[src/rtl/sha1_work_dispatcher.sv]
// sha1_work_dispatcher
//
// Hash-clock-domain work dispatcher. Latches each job delivered by the JTAG
// communication block and streams base nonces to the SHA-1 core array over
// a valid/ready handshake. Results coming back from the core array are
// filtered by job tag. The first matching nonce of the current job is held
// for host readback.
//
// Ports:
//   hash_clk           sole clock
//   reset              synchronous, active-high reset
//   new_work           one-cycle pulse, job fields valid in the same cycle
//   fixed_data         job fixed message bits (56)
//   target_hash        job target digest (160)
//   start_nonce        first nonce of the job (60)
//   core_valid         request valid towards the core array
//   core_ready         core array accepts the request
//   core_nonce         base nonce of the current request (60)
//   core_tag           job tag carried with the request (TAG_W)
//   core_fixed_data    latched fixed_data
//   core_target_hash   latched target_hash
//   res_valid          result strobe from the core array
//   res_match          result digest equals the target
//   res_nonce          nonce that produced the result (60)
//   res_tag            job tag returned with the result (TAG_W)
//   golden_nonce_found sticky found flag for the current job
//   golden_nonce       first matching nonce of the current job
//   busy               high while requests are being issued
//   exhausted          nonce space wrapped before a stop-on-find termination
//   issued_count       accepted requests this job, wraps modulo 2^32

module sha1_work_dispatcher #(
    parameter int NONCE_STEP   = 1,
    parameter int TAG_W        = 2,
    parameter bit STOP_ON_FIND = 1'b1
) (
    input  logic               hash_clk,
    input  logic               reset,
    input  logic               new_work,
    input  logic [55:0]        fixed_data,
    input  logic [159:0]       target_hash,
    input  logic [59:0]        start_nonce,
    output logic               core_valid,
    input  logic               core_ready,
    output logic [59:0]        core_nonce,
    output logic [TAG_W-1:0]   core_tag,
    output logic [55:0]        core_fixed_data,
    output logic [159:0]       core_target_hash,
    input  logic               res_valid,
    input  logic               res_match,
    input  logic [59:0]        res_nonce,
    input  logic [TAG_W-1:0]   res_tag,
    output logic               golden_nonce_found,
    output logic [59:0]        golden_nonce,
    output logic               busy,
    output logic               exhausted,
    output logic [31:0]        issued_count
);

    typedef enum logic [1:0] {
        IDLE = 2'd0,
        RUN  = 2'd1,
        DONE = 2'd2
    } state_t;

    state_t      state;
    state_t      state_next;
    logic [60:0] nonce_sum;
    logic        request_fire;
    logic        result_accept;

    // Handshake, result filter and next-state decode. The nonce sum is one
    // bit wider than the nonce so that bit 60 flags a wrap of the nonce
    // space; the wrapped value is never presented as a valid request.
    // core_tag doubles as the internal job tag, so the result filter
    // compares against it directly. A new job always wins over a result
    // arriving in the same cycle, since that result belongs to the old job.
    always_comb begin
        nonce_sum     = {1'b0, core_nonce} + 61'(NONCE_STEP);
        request_fire  = core_valid & core_ready;
        result_accept = res_valid & res_match & (res_tag == core_tag)
                        & ~golden_nonce_found & ~new_work;
        state_next    = state;
        if (new_work) begin
            state_next = RUN;
        end else begin
            if (request_fire && nonce_sum[60]) begin
                state_next = DONE;
            end
            if (result_accept && STOP_ON_FIND && (state == RUN)) begin
                state_next = DONE;
            end
        end
    end

    // Job, request and result registers. core_valid and busy are registered
    // copies of "next state is RUN" so they line up with the state register.
    // A request accepted in the same cycle as a stopping hit still advances
    // the nonce and the issue counter, because the core array has taken it.
    // Results are still accepted in IDLE and DONE so that hits in flight at
    // exhaustion are not lost.
    always_ff @(posedge hash_clk) begin
        if (reset) begin
            state              <= IDLE;
            core_valid         <= 1'b0;
            busy               <= 1'b0;
            core_nonce         <= '0;
            core_tag           <= '0;
            core_fixed_data    <= '0;
            core_target_hash   <= '0;
            golden_nonce_found <= 1'b0;
            golden_nonce       <= '0;
            exhausted          <= 1'b0;
            issued_count       <= '0;
        end else begin
            state      <= state_next;
            core_valid <= (state_next == RUN);
            busy       <= (state_next == RUN);
            if (new_work) begin
                core_fixed_data    <= fixed_data;
                core_target_hash   <= target_hash;
                core_nonce         <= start_nonce;
                core_tag           <= core_tag + TAG_W'(1);
                golden_nonce_found <= 1'b0;
                golden_nonce       <= '0;
                exhausted          <= 1'b0;
                issued_count       <= '0;
            end else begin
                if (request_fire) begin
                    core_nonce   <= nonce_sum[59:0];
                    issued_count <= issued_count + 32'd1;
                    if (nonce_sum[60]) begin
                        exhausted <= 1'b1;
                    end
                end
                if (result_accept) begin
                    golden_nonce       <= res_nonce;
                    golden_nonce_found <= 1'b1;
                end
            end
        end
    end

endmodule

[config.mk]
export PLATFORM = sky130hd
export DESIGN_NAME = sha1_work_dispatcher
export DESIGN_NICKNAME = d
export VERILOG_FILES = /design/src/rtl/sha1_work_dispatcher.sv
export SDC_FILE = /design/constraint.sdc
export NUM_CORES = 1
export LEC_CHECK = 0
export ABC_AREA = 1
export BUFFER_PORTS_ARGS = -buffer_cell sky130_fd_sc_hd__buf_2
export CORE_AREA = 2 2 280 282
export DETAILED_ROUTE_END_ITERATION = 16
export DIE_AREA = 0 0 282 284
export GPL_TIMING_DRIVEN = 0
export PLACE_DENSITY = 0.52
export REMOVE_ABC_BUFFERS = 1
export SYNTH_ARGS = -nofsm -noshare
export SYNTH_HDL_FRONTEND = slang
export SYNTH_SLANG_ARGS = --single-unit
export TNS_END_PERCENT = 5
[constraint.sdc]
create_clock -name hash_clk -period 1.75 [get_ports hash_clk]
set_input_delay 0.35 -clock hash_clk [delete_from_list [all_inputs] [get_ports hash_clk]]
set_output_delay 0.35 -clock hash_clk [all_outputs]
set_load 0.02 [all_outputs]
==> impl_metrics.toml <==
[critical_path]
cp.required_ns = 2.20
reg2reg_from = "core_nonce[0]$_SDFFE_PP0P_"
crit_path_end_kind = "flip-flop"
r2r_cells = 11
path_max_fanout = 5
crit_chain = "ha_4 > nand2_4 > nor2_4 > nand2_4 > nor2_4 > nand3_2 > nand3b_4 > nand2_1 > nand2_1 > nand2_1 > inv_1"
worst_ep_arrival_time_ns = 2.19
cpMostUsedCell = "nand2_1"
worstReg2RegEnd = "busy$_SDFF_PP0_"
critPathMaxStageDelay_ns = 0.37
ff2ff_setup_slack_ns = 0.01
path_class = "reg2reg"
crit_path_top_delay_cell = "dfxtp_4"
start_kind = "flip-flop"

[synth]
ys_types = 40
yosysWarnings = 0
syn_inst = 2345
synth_seq_cells = 375
syn_avg_cell_area_um2 = 6.89
ys_seq_area_share_pct = 46.5
syn-cell-area_um2 = 16100

[min_path]
worst_hold_path.num_cells = 3
min_path_type = "in2reg"
hold_end = "core_target_hash[130]$_SDFFE_PP0P_"
hold_path.startpoint = "target_hash[130]"

[power_and_ir_drop]
internal_power_mw = 15.9
power_mw = 22.0
p_sw_mw = 6.04
powerDensity_nw_per_um2 = 866
p_leak_nw = 12.1
swShare_pct = 27.5
p_comb_share_pct = 14.1
p_seq_share_pct = 42.1
p_clk_share_pct = 43.8
peakVddDrop_uv = 650

[placement]
dp_cells = 3994
gp_congestion = 0.880
port_buffers = 717
post_dp_cell_area_um2 = 20800
dpl.hpwl_mm = 51.0

[route]
drc_errors = 0
first_iter_violations = 959
vias = 18900
routedWlPerCell_um = 16.6
viasPerCell = 4.35
drtPass1Iterations = 5
wl_mm = 72.4
postRouteAntennaNets = 0

[die]
ios = 718
die_w_um = 282
die_h_um = 284
placeableCoreArea_um2 = 77000
initial_core_util_pct = 21.0
die_area_um2 = 80100
rows = 102

[outcome]
status = "finished, final reports clean"

[sta]
finalCritPeriodShare_pct = 99.5
setup_viol = 0
slew_violations = 0
fin_skew_ns = 0.0176
finalHoldViolations = 0
rsz0062_at_grt = "yes"
worstMarginPinSlew_ns = 0.873
layout_min_cycle_time_ns = 1.74
maxSlewHeadroom_pct = 41.7
fmax_mhz = 575
fin_tns_setup_ns = 0

[cells_and_area]
fin_area_um2 = 25400
stdcell_count = 4346
finalCoreUtilization_pct = 32.9
nets = 3613
syn2layout_area_growth_pct = 57.0
layout-drive-gt1-share_pct = 29.4

[global_route]
antenna_found_initial = 15
grt_pass1_wl_mm = 106
grt_use_total_pct = 17.0
grt_pass1_vias = 18000
grt-ovfl-total = 0
grt_max_degree = 131

[cts]
cts-root-buf = "clkbuf_16"
clockBufferDepth = 3
cts_buffers = 45
cts_tree = "done"
htree_levels = 2
clkSlewWorstSetupHoldPaths_ns = 0.06
insertion_delay_ns = 0.57
cts.sink_count = 375

[run]
drv_cap = 0
## worst max path at each step
| stage | from | cells after the start | slack, ns | to |
|---|---|---|---|---|
| after floorplan | reset | 3 | -10.43 | issued_count[5]$_SDFFE_PP0P_ |
| after global placement | new_work | 6 | -27.29 | issued_count[14]$_SDFFE_PP0P_ |
| after detailed placement | new_work | 8 | -1.85 | golden_nonce[55]$_SDFFE_PP0N_ |
| after CTS | core_nonce[0]$_SDFFE_PP0P_ | 11 | -0.05 | busy$_SDFF_PP0_ |
| after global routing | core_nonce[0]$_SDFFE_PP0P_ | 11 | -0.1 | busy$_SDFF_PP0_ |
| final | core_nonce[0]$_SDFFE_PP0P_ | 11 | 0.01 | busy$_SDFF_PP0_ |
## cell usage after synthesis
cell      instances  share of area (%)
nor2_4           10               0.70
nor3b_2           1              0.077
xor2_1           17               0.92
a22oi_1           1              0.047
nor2_1          155                3.6
xnor2_1           3               0.16
nand3b_1          6               0.28
nor3_4            2               0.20
o21ba_2           1              0.062
nand3_1         282                8.7
buf_1            14               0.33
nand3_2           4               0.25
clkbuf_1         64                1.5
a22o_1            1              0.054
nor3b_1           1              0.047
and3_1            1              0.039
clkinv_2          1              0.031
nor3_2            1              0.062
nand2_1         915                 21
buf_4             1              0.047
o21ai_1          13               0.40
inv_2             3              0.070
a31oi_1          17               0.66
nor2_8            3               0.37
nand2_2          13               0.50
o21a_1            2              0.093
a221oi_1          1              0.054
o21bai_1          3               0.14
a21oi_1         122                3.8
ha_1              2               0.15
nor3_1           12               0.37
nand2_4           2               0.14
nand3b_4          1               0.12
o211ai_1          1              0.047
o21ai_0          63                2.0
nor2_2           14               0.54
dfxtp_1         375                 46
inv_1           154                3.6
nand4_1          22               0.85
buf_2            41                1.3
## repair_timing
item,4_1_cts,5_1_grt
hold endpoints to repair,222,0
pin swaps,10,17
setup endpoints to repair,345,160
hold buffers,222,0
gates resized for setup,37,80
gates cloned,7,2
setup buffers,12,23
## through the flow
step | worst slack [ns] | hold slack [ns]
global route | -0.0953 | 0.00914
CTS | -0.0460 | 0.00116
global placement | -27.29 | 0.423
detailed placement | -1.85 | 0.426
finish | 0.00957 | 0.0424
floorplan | -10.43 | 0.419
## state kept, by name, indices dropped and copies added, names as in the netlist, 2 cells and up
name / flops
core_fixed_data: 56
core_tag: 2
issued_count: 32
core_nonce: 60
golden_nonce: 60
state: 2
core_target_hash: 160
## worst max-delay path, delay by kind of cell, from the launching register on
kind	cells	cell delay (ns)
DFF	1	0.37
and+or+nand+nor	9	1.07
buffers and inverters	1	0.04
adders and majority gates	1	0.15
## per-layer routing
layer | vias up | GRT usage (%) | part of all wire (%)
met5 | - | 0 | 0.14
met4 | 14 | 6.93 | 3.9
met3 | 166 | 4.32 | 8.4
met2 | 745 | 28.3 | 47
met1 | 8631 | 20.7 | 41
li1 | 9331 | - | -
## power groups by stage
stage / Clock [mW] / Combinational, mW / Sequential (mW)
3_5_place_dp: 0 / 2.52 / 9.41
4_1_cts: 9.94 / 3.04 / 9.24
3_3_place_gp: 0 / 2.57 / 9.41
2_1_floorplan: 0 / 0.727 / 9.84
6_report: 9.62 / 3.09 / 9.25
5_1_grt: 10.3 / 3.33 / 9.30
## layout make-up
class                   instances  area [µm²]
well taps                    1040        1300
multi-input cells            1695        7780
repair buffers                988        6520
inverters                     158         656
clock inverters                13         203
repair inverters                4        30.0
fillers                      8270       51600
clock buffers                  67        1290
flip-flops and latches        375        7560
diodes                          6        15.0
## cell families after synthesis
logic type                 Yosys count  share of synthesized area (%)
DFF                                375                           46.5
adders and majority gates            2                          0.155
xor gates and xnor gates            20                           1.08
buffers and inverters              278                           6.81
and+or+nand+nor                   1445                           38.2
AOI/OAI and AO/OA                  225                           7.29
## placed cells by master (no fill, tap or decap), types with 12 or more instances in the layout
cell	n
clkbuf_1	14
xor2_1	17
nand2_1	902
nand2_2	23
nor2_4	19
buf_4	28
nand3_1	280
a21oi_1	121
inv_1	151
dfxtp_1	337
clkbuf_16	46
buf_12	12
nand4_1	22
a31oi_1	17
buf_2	715
nor2_2	19
o21ai_0	59
nor2_1	143
o21ai_1	17
dfxtp_2	35
dlygate4sd3_1	222
Power figures use the tool's default switching activity.
